===== src/rtl/pipe_hazard_ctrl_pkg.sv =====
// Shared types for the pipeline hazard/stall sequencer.
package pipe_hazard_ctrl_pkg;

  localparam int unsigned REG_W = 3;

  typedef enum logic [1:0] {
    StRun    = 2'b00,
    StDrain  = 2'b01,
    StHalted = 2'b10
  } state_e;

  // Destination scoreboard entry shadowing one downstream stage.
  typedef struct packed {
    logic             valid;
    logic [REG_W-1:0] rd;
    logic             is_load;
  } sb_entry_t;

  localparam sb_entry_t SbEmpty = '0;

  function automatic sb_entry_t make_entry(input logic             valid,
                                           input logic [REG_W-1:0] rd,
                                           input logic             is_load);
    sb_entry_t e;
    e.valid   = valid;
    e.rd      = rd;
    e.is_load = is_load;
    return e;
  endfunction

endpackage


===== src/rtl/pipe_hazard_ctrl_hazard_cmp.sv =====
// One source register checked against one scoreboard entry.
module hazard_cmp
  import pipe_hazard_ctrl_pkg::*;
(
  input  logic [REG_W-1:0] src,
  input  logic             src_used,
  input  sb_entry_t        entry,
  output logic             match
);

  // r0 is an ordinary register, so no zero-register exclusion here.
  assign match = src_used & entry.valid & (src == entry.rd);

endmodule


===== src/rtl/pipe_hazard_ctrl.sv =====
// Stall/flush sequencer for the 5-stage core: RAW detection, redirect, mem stall, HALT drain.
module pipe_hazard_ctrl
  import pipe_hazard_ctrl_pkg::*;
#(
  parameter bit          FWD_EN       = 1'b1,
  parameter int unsigned DRAIN_CYCLES = 3,
  parameter int unsigned CNT_W        = 16
) (
  input  logic             clk,
  input  logic             rst,
  input  logic             id_valid,
  input  logic [REG_W-1:0] id_rs,
  input  logic             id_rs_used,
  input  logic [REG_W-1:0] id_rt,
  input  logic             id_rt_used,
  input  logic [REG_W-1:0] id_rd,
  input  logic             id_wr_en,
  input  logic             id_is_load,
  input  logic             id_halt,
  input  logic             ex_redirect,
  input  logic             mem_stall,
  output logic             pc_we,
  output logic             ifid_we,
  output logic             ifid_flush,
  output logic             idex_we,
  output logic             idex_flush,
  output logic             exmem_we,
  output logic             memwb_we,
  output logic             halted,
  output logic [CNT_W-1:0] stall_cycles
);

  localparam int unsigned DrainW = (DRAIN_CYCLES > 2) ? $clog2(DRAIN_CYCLES) : 1;
  localparam logic [DrainW-1:0] DrainInit = DrainW'(DRAIN_CYCLES - 1);

  state_e            state_q, state_d;
  sb_entry_t         ex_q, ex_d, mem_q, mem_d, wb_q, wb_d;
  logic [DrainW-1:0] drain_q, drain_d;
  logic              stall_inc;

  logic match_rs_ex, match_rt_ex, match_rs_mem, match_rt_mem;
  logic ex_hit, mem_hit, hazard;

  // The WB entry only tracks retirement; it never causes a hazard.
  logic unused_wb;
  assign unused_wb = ^wb_q;

  hazard_cmp u_cmp_rs_ex (
    .src      (id_rs),
    .src_used (id_rs_used),
    .entry    (ex_q),
    .match    (match_rs_ex)
  );

  hazard_cmp u_cmp_rt_ex (
    .src      (id_rt),
    .src_used (id_rt_used),
    .entry    (ex_q),
    .match    (match_rt_ex)
  );

  hazard_cmp u_cmp_rs_mem (
    .src      (id_rs),
    .src_used (id_rs_used),
    .entry    (mem_q),
    .match    (match_rs_mem)
  );

  hazard_cmp u_cmp_rt_mem (
    .src      (id_rt),
    .src_used (id_rt_used),
    .entry    (mem_q),
    .match    (match_rt_mem)
  );

  assign ex_hit  = match_rs_ex | match_rt_ex;
  assign mem_hit = match_rs_mem | match_rt_mem;

  // With forwarding only a load in EX cannot be bypassed in time.
  assign hazard = id_valid & (FWD_EN ? (ex_hit & ex_q.is_load) : (ex_hit | mem_hit));

  // Next-state, scoreboard shift and pipeline enable/flush decode.
  always_comb begin
    state_d    = state_q;
    ex_d       = ex_q;
    mem_d      = mem_q;
    wb_d       = wb_q;
    drain_d    = drain_q;
    stall_inc  = 1'b0;
    pc_we      = 1'b0;
    ifid_we    = 1'b0;
    ifid_flush = 1'b0;
    idex_we    = 1'b0;
    idex_flush = 1'b0;
    exmem_we   = 1'b0;
    memwb_we   = 1'b0;
    halted     = 1'b0;

    unique case (state_q)
      StRun: begin
        if (mem_stall) begin
          stall_inc = 1'b1;
        end else if (ex_redirect) begin
          pc_we      = 1'b1;
          ifid_we    = 1'b1;
          ifid_flush = 1'b1;
          idex_we    = 1'b1;
          idex_flush = 1'b1;
          exmem_we   = 1'b1;
          memwb_we   = 1'b1;
          ex_d       = SbEmpty;
          mem_d      = ex_q;
          wb_d       = mem_q;
        end else if (hazard) begin
          stall_inc  = 1'b1;
          idex_we    = 1'b1;
          idex_flush = 1'b1;
          exmem_we   = 1'b1;
          memwb_we   = 1'b1;
          ex_d       = SbEmpty;
          mem_d      = ex_q;
          wb_d       = mem_q;
        end else if (id_valid && id_halt) begin
          // HALT moves into EX; the fetched instruction behind it is discarded.
          ifid_we    = 1'b1;
          ifid_flush = 1'b1;
          idex_we    = 1'b1;
          exmem_we   = 1'b1;
          memwb_we   = 1'b1;
          ex_d       = make_entry(id_wr_en, id_rd, id_is_load);
          mem_d      = ex_q;
          wb_d       = mem_q;
          drain_d    = DrainInit;
          state_d    = StDrain;
        end else begin
          pc_we    = 1'b1;
          ifid_we  = 1'b1;
          idex_we  = 1'b1;
          exmem_we = 1'b1;
          memwb_we = 1'b1;
          ex_d     = make_entry(id_valid & id_wr_en, id_rd, id_is_load);
          mem_d    = ex_q;
          wb_d     = mem_q;
        end
      end
      StDrain: begin
        // Front end frozen; redirects are ignored while draining.
        if (!mem_stall) begin
          idex_we  = 1'b1;
          exmem_we = 1'b1;
          memwb_we = 1'b1;
          ex_d     = SbEmpty;
          mem_d    = ex_q;
          wb_d     = mem_q;
          if (drain_q == '0) begin
            state_d = StHalted;
          end else begin
            drain_d = drain_q - 1'b1;
          end
        end
      end
      StHalted: begin
        halted = 1'b1;
      end
      default: begin
        state_d = StRun;
      end
    endcase

    // Reset forces every control output low regardless of state.
    if (rst) begin
      stall_inc  = 1'b0;
      pc_we      = 1'b0;
      ifid_we    = 1'b0;
      ifid_flush = 1'b0;
      idex_we    = 1'b0;
      idex_flush = 1'b0;
      exmem_we   = 1'b0;
      memwb_we   = 1'b0;
      halted     = 1'b0;
    end
  end

  // State, drain counter and scoreboard registers.
  always_ff @(posedge clk or posedge rst) begin
    if (rst) begin
      state_q <= StRun;
      drain_q <= '0;
      ex_q    <= SbEmpty;
      mem_q   <= SbEmpty;
      wb_q    <= SbEmpty;
    end else begin
      state_q <= state_d;
      drain_q <= drain_d;
      ex_q    <= ex_d;
      mem_q   <= mem_d;
      wb_q    <= wb_d;
    end
  end

  // Saturating count of RUN cycles in which the PC was held.
  always_ff @(posedge clk or posedge rst) begin
    if (rst) begin
      stall_cycles <= '0;
    end else if (stall_inc && (stall_cycles != {CNT_W{1'b1}})) begin
      stall_cycles <= stall_cycles + CNT_W'(1);
    end
  end

endmodule


===== config.mk =====
export PLATFORM = sky130hd
export DESIGN_NAME = pipe_hazard_ctrl
export DESIGN_NICKNAME = d
export VERILOG_FILES = /design/src/rtl/pipe_hazard_ctrl_pkg.sv /design/src/rtl/pipe_hazard_ctrl_hazard_cmp.sv /design/src/rtl/pipe_hazard_ctrl.sv
export SDC_FILE = /design/constraint.sdc
export NUM_CORES = 1
export LEC_CHECK = 0
export CAP_MARGIN = 20
export CELL_PAD_IN_SITES_DETAIL_PLACEMENT = 1
export CELL_PAD_IN_SITES_GLOBAL_PLACEMENT = 1
export CORE_ASPECT_RATIO = 2
export CORE_MARGIN = 5
export CORE_UTILIZATION = 38
export CTS_BUF_LIST = sky130_fd_sc_hd__clkbuf_4 sky130_fd_sc_hd__clkbuf_8 sky130_fd_sc_hd__clkbuf_16
export CTS_CLUSTER_DIAMETER = 120
export DETAILED_ROUTE_END_ITERATION = 8
export HOLD_SLACK_MARGIN = 0.08
export PLACE_DENSITY_LB_ADDON = 0.1
export SLEW_MARGIN = 20
export SYNTH_ARGS = -nofsm -noshare
export SYNTH_HDL_FRONTEND = slang
export SYNTH_HIERARCHICAL = 1
export SYNTH_SLANG_ARGS = --single-unit
export TNS_END_PERCENT = 30

===== constraint.sdc =====
create_clock -name clk -period 4.3 [get_ports clk]
set_input_delay 0.645 -clock clk [delete_from_list [all_inputs] [get_ports clk]]
set_output_delay 0.645 -clock clk [all_outputs]
set_load 0.1 [all_outputs]

Yosys cells after proc, flatten, opt, wreduce, memory -nomap -nowiden
Index checks and enable logic that the tools add are counted.
{"block": "word_totals", "reg_bits": 25, "input_bits": 19}
{"block": "classes", "n_addsub": 2, "n_reduce_logical": 9, "bitwise_logic": 9, "muxes": 51, "n_eq_ne": 12}
{"cell": "$mux W1", "n": 31}
{"cell": "$mux W5", "n": 5}
{"cell": "$mux W2", "n": 12}
{"cell": "$add A16 B1 Y16 const B", "n": 1}
{"cell": "$ne A16 B16 Y1 const B", "n": 1}
{"cell": "$ne A2 B2 Y1 const B", "n": 7}
{"cell": "$reduce_and A7 Y1", "n": 2}
{"cell": "$pmux W5 S2", "n": 1}
{"cell": "$and A1 B1 Y1", "n": 7}
{"cell": "$eq A3 B3 Y1", "n": 2}
{"cell": "$pmux W2 S3", "n": 1}
{"cell": "$logic_not A2 Y1", "n": 2}
{"cell": "$pmux W2 S2", "n": 1}
{"cell": "$reduce_and A3 Y1", "n": 1}
{"cell": "$eq A2 B1 Y1 const B", "n": 1}
{"cell": "$eq A2 B2 Y1 const B", "n": 1}
{"cell": "$logic_and A1 B1 Y1", "n": 2}
{"cell": "$reduce_bool A2 Y1", "n": 1}
{"cell": "$reduce_or A2 Y1", "n": 1}
{"cell": "$sub A2 B1 Y2 const B", "n": 1}
{"cell": "$not A1 Y1", "n": 1}
{"cell": "$or A1 B1 Y1", "n": 1}

Depth between registers and ports, before layout
{"block": "logic_depth", "word_depth": 11, "depth_mapped": 8}

Modules after synthesis
The synthesis kept the hierarchy.
{"module": "pipe_hazard_ctrl", "n_inst": 1, "seq_area_each_um2": 625.6, "area_each_um2": 1306.3, "cells_per_inst": 117}
{"module": "hazard_cmp", "n_inst": 2, "seq_area_each_um2": 0.0, "area_each_um2": 42.5, "cells_per_inst": 5}

Worst setup path after synthesis
Ideal clock, no wire load.
{"block": "synth_timing", "path_type": "input-to-output", "from": "input mem_stall", "to": "output ifid_we", "arrival_time_ns": 2.938, "path_stages": 4, "slack_ns": 0.717, "required_time_ns": 3.655, "path_buffers": 1, "cell_sequence": "or2_2 -> clkbuf_1 -> or3_1 -> a21oi_1"}
{"block": "synth_between", "elab_chain_cells": 3}
{"element": "from (decl)", "line": "pipe_hazard_ctrl.sv:21", "rtl": "input logic mem_stall,"}
{"element": "$mux W1", "line": "pipe_hazard_ctrl.sv:101", "rtl": "if (mem_stall) begin"}
{"element": "$mux W1", "line": "pipe_hazard_ctrl.sv:99", "rtl": "unique case (state_q)"}
{"element": "$mux W1", "line": "pipe_hazard_ctrl.sv:171", "rtl": "if (rst) begin"}
{"element": "to (decl)", "line": "pipe_hazard_ctrl.sv:23", "rtl": "output logic ifid_we,"}
Every way passes these cells.

Worst setup path after layout
{"block": "layout_timing", "from": "input id_rt[0]", "to": "output ifid_flush"}
{"block": "layout_between", "elab_chain_cells": 10}
{"element": "from (decl)", "line": "pipe_hazard_ctrl.sv:14", "rtl": "input logic [REG_W-1:0] id_rt,"}
{"element": "$eq A3 B3 Y1", "line": "pipe_hazard_ctrl_hazard_cmp.sv:12", "rtl": "assign match = src_used & entry.valid & (src == entry.rd);"}
{"element": "$and A1 B1 Y1", "line": "pipe_hazard_ctrl_hazard_cmp.sv:12"}
{"element": "via match_rt_ex", "line": "pipe_hazard_ctrl.sv:41", "rtl": "logic match_rs_ex, match_rt_ex, match_rs_mem, match_rt_mem;"}
{"element": "$or A1 B1 Y1", "line": "pipe_hazard_ctrl.sv:76", "rtl": "assign ex_hit = match_rs_ex | match_rt_ex;"}
{"element": "$and A1 B1 Y1 (2 in series)", "line": "pipe_hazard_ctrl.sv:80", "rtl": "assign hazard = id_valid & (FWD_EN ? (ex_hit & ex_q.is_load) : (ex_hit | mem_hit));"}
{"element": "$mux W1", "line": "pipe_hazard_ctrl.sv:114", "rtl": "end else if (hazard) begin"}
{"element": "$mux W1", "line": "pipe_hazard_ctrl.sv:103", "rtl": "end else if (ex_redirect) begin"}
{"element": "$mux W1", "line": "pipe_hazard_ctrl.sv:101"}
{"element": "$mux W1", "line": "pipe_hazard_ctrl.sv:99"}
{"element": "$mux W1", "line": "pipe_hazard_ctrl.sv:171"}
{"element": "to (decl)", "line": "pipe_hazard_ctrl.sv:24", "rtl": "output logic ifid_flush,"}
The timed path passes the listed nets, and every way through them passes these cells.

==> results.md <==
- Result of the run: complete, no violations
- Cell Chain, Critical Path: clkdlybuf4s50_1, xor2_1, nor4_2, o21ai_0, a31oi_1, nor2_1, buf_4
- # resized after CTS: 0
- Fill cell instance count of the final layout: 411
- Cts hold-fix bufs: 0
- Total placed instance area: 0.00182 mm^2
- Number of buffers on the longest clock path: 2
- CTS tree: done
- Root Driver: sky130_fd_sc_hd__clkbuf_8
- Clock net sink count: 25
- Area overhead of the layout relative to synthesis: 34.2%
- Antenna-violating nets left: 0
- YS warnings: 6
- Clock Skew: 0.00374 ns
- Most frequent standard cell in the layout excluding fill and tap cells: sky130_fd_sc_hd__clkdlybuf4s50_1
- Fin nets: 190
- Design area: ~0.0019 mm^2
- Inserted Clock Buffers: 3
- Highest-count cells in the layout ignoring fill and taps: sky130_fd_sc_hd__clkdlybuf4s50_1 (34), sky130_fd_sc_hd__dfrtp_1 (25), sky130_fd_sc_hd__xnor2_1 (12)
- Global-route usage over all layers: 15.9%
- Area of the mapped netlist: 0.00139 mm^2
- Slew margin rel.: 34.2%
- Setup TNS: 0 ns
- Seq cells post-synth: 25
- Required time at the endpoint of the critical path: around 3.7 ns
- Via density: 5.19
- Via count of the first global-routing pass: 1296
- Insertion delay to the later sink of the worst-skew pair: around 0.26 ns
- Placed wire-length estimate after detailed placement: 2.94 mm
- RePlAce Congestion: 0.721
- Height of the chip: 95.6 um
- Clock slew seen by the registers of the worst setup and hold paths: 0.09 ns
- Top Ports: 43
- Std cell rows: 31
- Pwr dens: 508 mW/mm^2
- Via count: ~1100
- Diode insertion count for antenna repair: 0
- DRC viols: 0
- Sequential area share after synthesis: 45.0%
- Startpoint-to-endpoint class of the critical path: input pin to output pin
- Post-synthesis net count: 148
- Unrepaired setup endpoints after global routing: false
- CP Max Fanout: 3
- Initial antenna violation count: 0
- Cell with the biggest individual delay on the critical path: sky130_fd_sc_hd__clkdlybuf4s50_1
- Global-route wire length before repair: 6.03 mm
- Slew at the pin closest to its max-slew limit: ~0.98 ns
- Number of distinct library cells after synthesis: 40
- Mean instance size in the synthesized netlist: 11.0 um^2
- Number of hold violations in the final report: 0
- Number of max-cap violations: 0
- Critical path's largest stage delay: approximately 0.43 ns
- Detailed-route wire length per cell: 16.7 um
- Count of input and output buffers: 42
- Gate count after technology mapping: 127
- Post CTS Setup Buffer Count: 0
- R2r setup slk: 1.81 ns
- Number of optimization iterations in the first detailed-route pass: 3
- Pin count of the biggest net entering global routing: 26
- Detailed-route wire length: 3.62 mm
- Shortest clock period the worst path allows after layout: between 2 and 3 ns
- Critical path launch point type: input pin
- Maximum level of the CTS H-tree: 1
- Die boundary width: 52.8 um
- Die outline area: 0.00504 mm^2
- Worst voltage drop across the vdd grid: approximately 0.00057 V
- Pins Over Slew Limit: 0
- DRC violation total after the first TritonRoute iteration: 15
- Endpoints failing setup: 0
- Kind of path behind the tightest hold check: flip-flop to flip-flop
- Starting density of the core: 39.0%
- Core region area: around 0.0036 mm^2
- Worst endpoint data arrival time: ~2.4 ns
- Final worst-path cycle share: 69.6%
- Endpoint class of the critical path: output pin
- Overall overflow remaining after global route: 0
- Pleak: 0.780 nW
- Fraction of final layout cells with drive strength greater than 1: 16.7%
- FMAX: 334 MHz
[cell usage after synthesis (all sizes together)]
| master | n | area (um^2) |
|---|---|---|
| dfrtp | 25 | 626 |
| xnor2 | 12 | 105 |
| nand3 | 11 | 97.6 |
| nand2 | 8 | 30.0 |
| xor2 | 7 | 61.3 |
| nor2 | 6 | 22.5 |
| and3 | 5 | 36.3 |
| a22o | 4 | 35.0 |
| buf | 4 | 31.3 |
| inv | 4 | 15.0 |
| mux2 | 4 | 45.0 |
| a21oi | 3 | 15.0 |
| and4 | 3 | 26.3 |
| nand4 | 3 | 18.8 |
| o21ai | 3 | 15.0 |
| a31oi | 2 | 12.5 |
| ha | 2 | 25.0 |
| nor2b | 2 | 12.5 |
| nor3 | 2 | 10.0 |
| nor4 | 2 | 25.0 |
| o21a | 2 | 15.0 |
| or3 | 2 | 17.5 |
| a211oi | 1 | 20.0 |
| a21o | 1 | 7.51 |
| a41oi | 1 | 8.76 |
| and2 | 1 | 6.26 |
| and2b | 1 | 7.51 |
| clkbuf | 1 | 3.75 |
| mux2i | 1 | 10.0 |
| nand3b | 1 | 7.51 |
| nand4b | 1 | 8.76 |
| nor3b | 1 | 7.51 |
| or2 | 1 | 6.26 |
[per-layer routing]
layer | vias up | GRT usage, % | wire length (um)
li1 | 530 | - | -
met1 | 562 | 15.9 | 1240
met2 | 31 | 31.2 | 2140
met3 | 4 | 2.50 | 190
met4 | 0 | 5.76 | 43
met5 | - | 0 | 0
[layout make-up]
type                            instances  area (um^2)  share of cell area (%)
Sequential cell                        25          626                    33.5
Inverter                                4         15.0                   0.804
Tap cell                               49         61.3                    3.28
Clock buffer                            4         48.8                    2.61
Timing Repair Buffer                   42          400                    21.4
Multi-Input combinational cell         93          716                    38.3
[flip-flops by register name, summed over array words and instances, names as in the netlist]
register / flops
stall_cycles: 16
drain_q: 2
state_q: 2
ex_q: 5
[worst paths after layout]
kind | start | to | cells past startpoint
hold / removal | drain_q[1] | drain_q[1] | 1
setup reg to reg | ex_q[1] | stall_cycles[1] | 6
max in group asynchronous | rst | stall_cycles[8] | 2
setup / recovery | id_rt[0] | ifid_flush | 7
hold reg to reg | drain_q[1] | drain_q[1] | 1
min in group asynchronous | rst | state_q[1] | 2
[worst max-delay path: cells and delay by family]
| family | cells | cell delay, ns |
|---|---|---|
| buffers and inverters | 2 | 0.66 |
| xor gates and xnor gates | 1 | 0.16 |
| and+or+nand+nor | 2 | 0.41 |
| AOI/OAI and AO/OA | 2 | 0.47 |
[stage by stage]
stage | util (%) | setup WS, ns | hold WS (ns) | power, W | std cells
after floorplan | - | 0.717 | 0.471 | 0.000698 | 127
after global placement | 50.9 | 1.23 | 0.476 | 0.000796 | 213
after detailed placement | 50.9 | 1.12 | 0.496 | 0.000817 | 213
after CTS | 52.3 | 1.28 | 0.516 | 0.000963 | 217
after global routing | 52.3 | 1.20 | 0.535 | 0.00101 | 217
final | 52.3 | 1.31 | 0.510 | 0.000948 | 217
[power breakdown]
group          leakage (nW)  total [W]  switching [W]  internal, W
registers             0.333   0.000340      0.0000552     0.000284
clock network        0.0262   0.000143      0.0000709    0.0000724
logic                 0.420   0.000466       0.000332     0.000133
[cell families (layout without fill, tap and decap cells)]
kind of cell,after synthesis,count (layout),share of synthesized area [%]
mux,5,5,3.96
simple gates,50,50,24.5
flops,25,25,45.0
fa+ha+maj,2,2,1.80
compound gates,17,17,9.26
xor+xnor,19,19,12.0
buf+inv,9,50,3.60
Power figures use the tool's default switching activity.
